--- config.mk ---
export PLATFORM = sky130hd
export DESIGN_NAME = focus_sharp_stat
export DESIGN_NICKNAME = d
export VERILOG_FILES = /design/src/rtl/focus_pkg.sv /design/src/rtl/focus_luma_grad.sv /design/src/rtl/focus_sharp_stat.sv
export SDC_FILE = /design/constraint.sdc
export NUM_CORES = 1
export LEC_CHECK = 0
export ABC_AREA = 0
export CORE_ASPECT_RATIO = 1.4
export CORE_MARGIN = 4
export CORE_UTILIZATION = 60
export CTS_CLUSTER_DIAMETER = 60
export DETAILED_ROUTE_END_ITERATION = 7
export GPL_TIMING_DRIVEN = 0
export PLACE_DENSITY = 0.82
export SYNTH_ARGS = -nofsm -noshare
export SYNTH_HDL_FRONTEND = slang
export SYNTH_SLANG_ARGS = --single-unit
export TNS_END_PERCENT = 100
--- constraint.sdc ---
create_clock -name VIDEO_CLK -period 6.3 [get_ports VIDEO_CLK]
set_input_delay 1.26 -clock VIDEO_CLK [delete_from_list [all_inputs] [get_ports VIDEO_CLK]]
set_output_delay 1.26 -clock VIDEO_CLK [all_outputs]
set_load 0.1 [all_outputs]
--- src/rtl/focus_pkg.sv ---
// focus_pkg: shared constants and types for the focus statistics path.
// Window defaults are shared with the VCM step controller.
package focus_pkg;

    localparam int LUMA_R = 77;
    localparam int LUMA_G = 150;
    localparam int LUMA_B = 29;

    localparam int SUM_W_DEF   = 32;
    localparam int CORE_TH_DEF = 4;

    localparam int WIN_H_START = 320;
    localparam int WIN_H_SIZE  = 640;
    localparam int WIN_V_START = 180;
    localparam int WIN_V_SIZE  = 360;

    localparam int CNT_W  = 16;
    localparam int PCNT_W = 20;

    typedef enum logic [1:0] {
        ST_IDLE  = 2'd0,
        ST_RUN   = 2'd1,
        ST_LATCH = 2'd2
    } frame_st_t;

    function automatic logic [CNT_W-1:0] sat_inc(input logic [CNT_W-1:0] v);
        return (&v) ? v : v + CNT_W'(1);
    endfunction

endpackage

--- src/rtl/focus_luma_grad.sv ---
// focus_luma_grad: stage 1 luma, stage 2 absolute horizontal gradient.
// Optional coring under macro FOCUS_STAT_CORING_EN (compare lives in stage 2).
module focus_luma_grad
    import focus_pkg::*;
#(
    parameter int CORE_TH = CORE_TH_DEF
) (
    input  logic       VIDEO_CLK,
    input  logic       RESET,
    input  logic       de,
    input  logic       line_first,
    input  logic [7:0] r,
    input  logic [7:0] g,
    input  logic [7:0] b,
    output logic [7:0] grad,
    output logic       de_q
);

`ifdef FOCUS_STAT_CORING_EN
    localparam bit CORE_EN = 1'b1;
`else
    localparam bit CORE_EN = 1'b0;
`endif

    logic [15:0] y_mac;
    logic [7:0]  y_next;
    logic [7:0]  y1;
    logic [7:0]  y_prev;
    logic        de1;
    logic        first1;
    logic [7:0]  g_abs;
    logic [7:0]  g_raw;
    logic [7:0]  g_out;

    assign y_mac  = 16'(LUMA_R) * {8'd0, r}
                  + 16'(LUMA_G) * {8'd0, g}
                  + 16'(LUMA_B) * {8'd0, b};
    assign y_next = 8'(y_mac >> 8);

    // Stage 1: register luma with its DE and line-start tags.
    always_ff @(posedge VIDEO_CLK or posedge RESET) begin
        if (RESET) begin
            y1     <= '0;
            de1    <= 1'b0;
            first1 <= 1'b0;
        end else begin
            y1     <= y_next;
            de1    <= de;
            first1 <= line_first;
        end
    end

    // Absolute difference, masked at line start, optionally cored.
    always_comb begin
        g_abs = '0;
        g_raw = '0;
        g_out = '0;
        g_abs = (y1 >= y_prev) ? (y1 - y_prev) : (y_prev - y1);
        g_raw = first1 ? 8'd0 : g_abs;
        g_out = (CORE_EN && (g_raw <= 8'(CORE_TH))) ? 8'd0 : g_raw;
    end

    // Stage 2: register gradient and remember the last DE luma.
    always_ff @(posedge VIDEO_CLK or posedge RESET) begin
        if (RESET) begin
            y_prev <= '0;
            grad   <= '0;
            de_q   <= 1'b0;
        end else begin
            if (de1) begin
                y_prev <= y1;
            end
            grad <= de1 ? g_out : 8'd0;
            de_q <= de1;
        end
    end

endmodule

--- src/rtl/focus_sharp_stat.sv ---
// focus_sharp_stat: per-frame windowed gradient sum for autofocus.
// Optional coring under macro FOCUS_STAT_CORING_EN (see focus_luma_grad).
module focus_sharp_stat
    import focus_pkg::*;
#(
    parameter int H_START = WIN_H_START,
    parameter int H_SIZE  = WIN_H_SIZE,
    parameter int V_START = WIN_V_START,
    parameter int V_SIZE  = WIN_V_SIZE,
    parameter int SUM_W   = SUM_W_DEF,
    parameter int CORE_TH = CORE_TH_DEF
) (
    input  logic              VIDEO_CLK,
    input  logic              RESET,
    input  logic              VIDEO_VS,
    input  logic              VIDEO_HS,
    input  logic              VIDEO_DE,
    input  logic [7:0]        iR,
    input  logic [7:0]        iG,
    input  logic [7:0]        iB,
    output logic [7:0]        GRAD,
    output logic [SUM_W-1:0]  SHARP_SUM,
    output logic [PCNT_W-1:0] PIX_CNT,
    output logic              SHARP_VALID,
    output logic              IN_WIN
);

    logic              hs_d, vs_d;
    logic              hs_fall, vs_fall;
    logic              line_open, first_de;
    logic [CNT_W-1:0]  col_cnt, col_cur;
    logic [CNT_W-1:0]  line_cnt, line_base, line_nxt;
    logic              win0, win1, win2;
    logic              de_q;
    logic              first_frame;
    logic              do_acc;
    frame_st_t         state, state_nxt;
    logic [SUM_W-1:0]  acc, acc_base, acc_nxt;
    logic [SUM_W:0]    acc_add;
    logic [PCNT_W-1:0] pcnt, pcnt_base, pcnt_nxt;

    focus_luma_grad #(.CORE_TH(CORE_TH)) u_lg (
        .VIDEO_CLK  (VIDEO_CLK),
        .RESET      (RESET),
        .de         (VIDEO_DE),
        .line_first (first_de),
        .r          (iR),
        .g          (iG),
        .b          (iB),
        .grad       (GRAD),
        .de_q       (de_q)
    );

    assign IN_WIN = win2;

    // Sync edges, pixel position of the incoming pixel and window test.
    always_comb begin
        hs_fall   = hs_d & ~VIDEO_HS;
        vs_fall   = vs_d & ~VIDEO_VS;
        col_cur   = hs_fall ? '0 : col_cnt;
        first_de  = VIDEO_DE & (hs_fall | ~line_open);
        line_base = vs_fall ? '0 : line_cnt;
        line_nxt  = first_de ? sat_inc(line_base) : line_base;
        win0      = VIDEO_DE
                  && (int'(col_cur) >= H_START)
                  && (int'(col_cur) < H_START + H_SIZE)
                  && (int'(line_nxt) >= V_START + 1)
                  && (int'(line_nxt) < V_START + V_SIZE + 1);
    end

    // Column/line counters and sync edge history.
    always_ff @(posedge VIDEO_CLK or posedge RESET) begin
        if (RESET) begin
            hs_d      <= 1'b0;
            vs_d      <= 1'b0;
            line_open <= 1'b0;
            col_cnt   <= '0;
            line_cnt  <= '0;
        end else begin
            hs_d      <= VIDEO_HS;
            vs_d      <= VIDEO_VS;
            line_open <= hs_fall ? VIDEO_DE : (line_open | VIDEO_DE);
            col_cnt   <= VIDEO_DE ? sat_inc(col_cur) : col_cur;
            line_cnt  <= line_nxt;
        end
    end

    // Window flag delayed in step with the luma/gradient pipeline.
    always_ff @(posedge VIDEO_CLK or posedge RESET) begin
        if (RESET) begin
            win1 <= 1'b0;
            win2 <= 1'b0;
        end else begin
            win1 <= win0;
            win2 <= win1;
        end
    end

    // Frame FSM next state plus saturating accumulate with latch carry.
    always_comb begin
        state_nxt = state;
        acc_base  = (state == ST_LATCH) ? '0 : acc;
        pcnt_base = (state == ST_LATCH) ? '0 : pcnt;
        do_acc    = de_q & win2 & (state != ST_IDLE);
        acc_add   = {1'b0, acc_base} + {{(SUM_W-7){1'b0}}, GRAD};
        acc_nxt   = acc_base;
        pcnt_nxt  = pcnt_base;
        if (do_acc) begin
            acc_nxt  = acc_add[SUM_W] ? '1 : acc_add[SUM_W-1:0];
            pcnt_nxt = (&pcnt_base) ? pcnt_base : pcnt_base + PCNT_W'(1);
        end
        unique case (state)
            ST_IDLE:  if (vs_fall) state_nxt = ST_RUN;
            ST_RUN:   if (vs_fall) state_nxt = ST_LATCH;
            ST_LATCH: state_nxt = ST_RUN;
            default:  state_nxt = ST_IDLE;
        endcase
    end

    // State, accumulators and published frame results.
    always_ff @(posedge VIDEO_CLK or posedge RESET) begin
        if (RESET) begin
            state       <= ST_IDLE;
            first_frame <= 1'b1;
            acc         <= '0;
            pcnt        <= '0;
            SHARP_SUM   <= '0;
            PIX_CNT     <= '0;
            SHARP_VALID <= 1'b0;
        end else begin
            state       <= state_nxt;
            acc         <= acc_nxt;
            pcnt        <= pcnt_nxt;
            SHARP_VALID <= 1'b0;
            if (state == ST_IDLE && vs_fall) begin
                first_frame <= 1'b0;
            end
            if (state == ST_LATCH) begin
                SHARP_SUM   <= acc;
                PIX_CNT     <= pcnt;
                SHARP_VALID <= ~first_frame;
            end
        end
    end

endmodule

## After elaboration in Yosys (flattened, before gate mapping)

Index checks and enable logic that the tools add are counted.

| storage, ports and cells | value |
|---|---|
| bits in registers | 172 |
| input port bits | 29 |
| output and inout bits | 62 |
| logic and storage cells | 82 |

| cells by class | value |
|---|---|
| $add $sub $neg | 8 |
| multipliers | 3 |
| $lt $le $gt $ge | 5 |
| equality and inequality tests | 4 |
| muxes and demuxes | 20 |
| bitwise gates (word level) | 11 |
| reductions and logical operators | 11 |

Operator list:

| operator | count |
|---|---|
| $mux 16 | 6 |
| $mux 32 | 3 |
| $mux 20 | 3 |
| $add 32x8->33 | 1 |
| $add 16x1->16 const B | 2 |
| $lt 16x10->1 const B | 2 |
| $reduce_and 16->1 | 2 |
| $mul 7x8->15 const A | 2 |
| $mux 8 | 3 |
| $add 20x1->20 const B | 1 |
| $reduce_and 20->1 | 1 |
| $add 15x16->16 | 1 |
| $add 16x13->16 | 1 |
| $ge 16x8->1 const B | 1 |
| $ge 16x9->1 const B | 1 |
| $sub 8x8->8 | 2 |
| $mul 5x8->13 const A | 1 |
| $ge 8x8->1 | 1 |
| $pmux 2 s3 | 1 |
| $and 1x1->1 | 5 |
| $logic_and 1x1->1 | 5 |
| $mux 2 | 2 |
| $ne 2x2->1 const B | 2 |
| $not 1->1 | 4 |
| 7 further kinds | 9 |

## Logic depth before layout (Yosys ltp)

| depth | value |
|---|---|
| depth in word-level cells | 9 |
| mapped depth | 26 |
| depth with buffers taken out | 26 |

## Cells and area by module

A second synthesis with hierarchy kept.

| unflattened totals | value |
|---|---|
| cells, all modules | 1,242 |
| area total of the unflattened synthesis | 11,707.5 um^2 |

Modules (own cells, without submodules):

| module | times used | cells each | area an instance (um^2) | sequential area each (um^2) |
|---|---|---|---|---|
| focus_sharp_stat | 1 | 779 | 7,154.4 | 3,629.7 |
| focus_luma_grad | 1 | 463 | 4,553.1 | 675.6 |

## Worst setup path after synthesis

No wires, ideal clock.

| timing path | value |
|---|---|
| path kind | input to register |
| from | input iG[3] |
| to | register u_lg.y1[7] |
| library setup time | 139 ps |
| arrival time | 7,123 ps |
| data required time | 6,161 ps |
| path slack | -962 ps |
| cell stages on the path | 26 |
| path buffers | 0 |
| cells stage by stage | ha_1 ha_1 ha_1 inv_1 fa_1 inv_1 ha_1 nand2_1 a2bb2oi_1 nand2b_1 a21oi_1 xnor2_1 ha_1 fa_1 inv_1 fa_1 fa_1 inv_1 ha_1 nand2_1 nand2_1 a41o_1 o41ai_2 nor2_1 a2111oi_0 xnor2_1 |

| on the way | value |
|---|---|
| word-level cells in the longest chain between the ends | 3 |

RTL lines:

| element | line | source |
|---|---|---|
| start, declared | focus_sharp_stat.sv:19 | `input logic [7:0] iG,` |
| $mul 7x8->15 | focus_luma_grad.sv:36 | `+ 16'(LUMA_G) * {8'd0, g}` |
| $add 15x16->16 | focus_luma_grad.sv:36 |  |
| $add 16x13->16 | focus_luma_grad.sv:37 | `+ 16'(LUMA_B) * {8'd0, b};` |
| net u_lg.y_mac[15] | focus_luma_grad.sv:25 | `logic [15:0] y_mac;` |
| end signal, assigned | focus_luma_grad.sv:47 | `y1 <= y_next;` |
| end, declared | focus_luma_grad.sv:27 | `logic [7:0] y1;` |

The timed path passes the listed nets, and every way through them passes these cells.
A chain may end at the register's enable or synchronous reset.

## Final worst setup path

| timing path | value |
|---|---|
| from | input iG[6] |
| to | register u_lg.y1[7] |

Same word-level chain as after synthesis.

==> metrics.md <==
| Metric | Value |
|---|---|
| Yosys top cell by area | `dfrtp_1` |
| DRC | `0` |
| CTS max path bufs | `2` |
| Post-synthesis register bit count | `172` |
| Initial Utilization | `0.615` |
| Max Clk Rate | `0.154 GHz` |
| Final total power | `6.23 mW` |
| Worst endpoint required time | `6.60 ns` |
| Critical Path Sink Type | `flip-flop` |
| Grt ovf | `0` |
| Global-route wire length before repair | `42100 um` |
| Placer congestion estimate | `0.914` |
| Worst-path maximum fanout | `4` |
| Post-Syn Instances | `1222` |
| # diodes | `0` |
| Pleak | `6.75 nW` |
| Vias in the first global route | `9161` |
| Fill count | `1372` |
| Sequential element share of the synthesized area | `0.373` |
| Chip Height | `172 um` |
| Rel. slew slack | `0.286` |
| Yosys warning count | `0` |
| Final core occ | `0.734` |
| Root Buffer | `clkbuf_16` |
| Most frequent cells after synthesis | `248 x nand2_1, 171 x dfrtp_1, 126 x inv_1` |
| Register area | `4310 sq um` |
| Total track usage | `0.237` |
| First DRT Iteration DRCs | `498` |
| WL final | `24900 um` |
| Vias | `8889` |
| Worst R2R Start | `state[0]$_DFFE_PP0P_` |
| Final Instance Count excl. Fillers | `1600` |
| Area delta synth->final | `19.3%` |
| Final min period | `6.51 ns` |
| Worst VDD drop | `434 uV` |
| Top Ports | `91` |
| Post-route cell area | `13800 sq um` |
| Nets | `1541` |
| Final setup vio count | `5` |
| CP Data Arrival Time | `6.82 ns` |
| TritonCTS clock tree | `done` |
| Row count | `59` |
| Largest net degree at the start of global routing | `107` |
| Clk_skew | `0.0117 ns` |
| Hold_buf cts | `0` |
| Final period utilization | `1.03` |
| Max Cap Viol | `0` |
| Area of the multi-input gates | `6880 sq um` |
| Post-place setup slack | `-1.36 ns` |
| Mapped Area | `11500 sq um` |
| Slew @ Worst Pin | `1.07 ns` |
| H-tree depth | `4` |
| Top-count cell post-synth | `nand2_1` |
| Hold Path Class | `reg2reg` |
| WL/cell | `15.5 um` |
| Reg clk slew, reported paths | `0.07 ns` |
| Final ANT Viol Nets | `0` |
| Status | `finished with violations` |
| Failing checks | `negative setup slack` |
| Setup Total Neg Slack | `-0.660 ns` |
| Area of the core | `18800 sq um` |
| Placed Area | `12900 sq um` |
| Final-report hold violation count | `0` |
| Vias per Instance | `5.56` |
| Die W | `125 um` |
| Drt pass-1 iters | `5` |
| Final hold slack | `0.362 ns` |
| Crit Path Category | `in2reg` |
| Max Slew Vio Count | `0` |
| Syn_nets | `1420` |
| RSZ-0062 raised after global routing | `yes` |
| DIE AREA | `21500 sq um` |
| Initial antenna violation count | `0` |
| Layout cells sized above 1 | `0.0966` |
| Clock sink count | `172` |
| Port Buffers | `90` |
| CP startpoint | `iG[6]` |
| Avg Cell Area, Syn | `9.43 sq um` |
| Main synth FF type | `dfrtp_1` |
| Setup ws final | `-0.213 ns` |
| Pwr Density | `453 nW/um^2` |
| Ys async rst share | `1.00` |
| EDFF count, synth | `0` |
| Yosys cell types | `75` |
| Top-area cell type share of the netlist area | `0.371` |
| CP startpoint kind | `input port` |
| Dpl cells | `1557` |
| Worst-Skew Late Latency | `0.44 ns` |
| Hold_sp | `win1$_DFF_PP0_` |
| Cts bufs inserted | `17` |
| Top cells by area, synth | `dfrtp_1 37%, ha_1 12%, fa_1 10%, nand2_1 8.1%, inv_1 4.1%` |
| Dpl hpwl | `18500 um` |
flip-flops by register name (all words and copies together) (netlist names):
name and flops:
line_open 1, IN_WIN 1, u_lg.de_q 1, first_frame 1, acc 32, state 2
u_lg.grad 8, SHARP_VALID 1, u_lg.y1 8, col_cnt 16, win1 1, pcnt 20
vs_d 1, SHARP_SUM 32, u_lg.y_prev 8, u_lg.first1 1, u_lg.de1 1, line_cnt 16
PIX_CNT 20, hs_d 1
cells in the final DEF, fill, tap and decap left out, types with 8 or more instances in the layout:
cell type,Yosys,routed
nor3_1,22,22
and2_1,17,17
clkbuf_1,22,22
dfrtp_1,171,171
ha_1,111,98
nor2b_1,10,10
inv_1,126,118
xor2_1,36,36
a21o_1,8,8
o21ai_0,35,35
nand2_1,248,247
o211ai_1,8,8
ha_4,0,12
a21oi_1,31,27
nand4_1,13,13
xnor2_1,48,45
clkdlybuf4s50_1,0,82
clkbuf_16,0,17
nor2_1,70,67
and3_1,18,18
fa_1,58,56
mux2_2,8,8
o21ai_1,17,17
nand3_1,28,27
buf_4,0,9
power by group:
group | switching, mW | total [mW] | leakage, nW | internal [mW]
registers | 0.0677 | 1.30 | 2.34 | 1.23
logic | 2.04 | 3.87 | 4.12 | 1.83
clock network | 0.489 | 1.07 | 0.294 | 0.580
path summary, 6_finish.rpt:
check,slack [ns],endpoint,depth (start not counted)
setup / recovery,-0.21,u_lg.y1[7]$_DFF_PP0_,23
hold / removal,0.36,IN_WIN$_DFF_PP0_,0
setup reg to reg,2.11,acc[25]$_DFF_PP0_,16
hold reg to reg,0.36,IN_WIN$_DFF_PP0_,0
max in group asynchronous,4.18,u_lg.grad[4]$_DFF_PP0_,3
min in group asynchronous,1.27,PIX_CNT[2]$_DFFE_PP0P_,2
worst max-delay path, stage by stage:
cell	delay, ns
buf_2	0.16
ha_4	0.22
ha_4	0.25
inv_1	0.05
fa_1	0.47
fa_1	0.51
inv_2	0.04
ha_4	0.31
xnor2_4	0.08
fa_2	0.57
fa_1	0.42
inv_2	0.08
fa_2	0.45
fa_1	0.52
inv_2	0.05
ha_4	0.22
nand3_2	0.05
nand2_1	0.05
a41o_2	0.27
o41ai_4	0.28
nor2_1	0.11
a2111oi_2	0.25
xnor2_1	0.14
final cells by class:
class / count / share of cell area
timing repair buffer: 102 / 0.0741
tap: 244 / 0.0222
sequential: 172 / 0.313
clock inverter: 14 / 0.0125
inverter: 126 / 0.0349
multi-input combinational: 890 / 0.500
clock buffer: 18 / 0.0319
buffer: 34 / 0.0116
what timing repair did:
| action | 4_1_cts | 5_1_grt |
|---|---|---|
| gates resized for setup | 56 | 7 |
| pin swaps | 15 | 8 |
| buffers inserted | 10 | 1 |
| endpoints found under the setup margin | 8 | 5 |
kinds of logic (layout without fill, tap and decap cells):
logic type | Yosys count | after routing | synth area share
AO/OA/AOI/OAI | 141 | 141 | 0.0793
XOR/XNOR | 84 | 84 | 0.0638
adder cells (fa/ha/maj) | 169 | 169 | 0.221
buffers and inverters | 160 | 294 | 0.0549
flip-flops | 172 | 172 | 0.373
multiplexers | 13 | 13 | 0.0122
AND/OR/NAND/NOR | 483 | 483 | 0.195
metal layers:
metal | part of all wire | GRT usage | up-vias
met1 | 0.38 | 0.263 | 4326
met2 | 0.55 | 0.454 | 243
met5 | 0 | 0 | -
met4 | 0.026 | 0.0892 | 0
met3 | 0.041 | 0.0414 | 54
li1 | - | - | 4266
No activity file was read; power rests on OpenSTA's default activity.
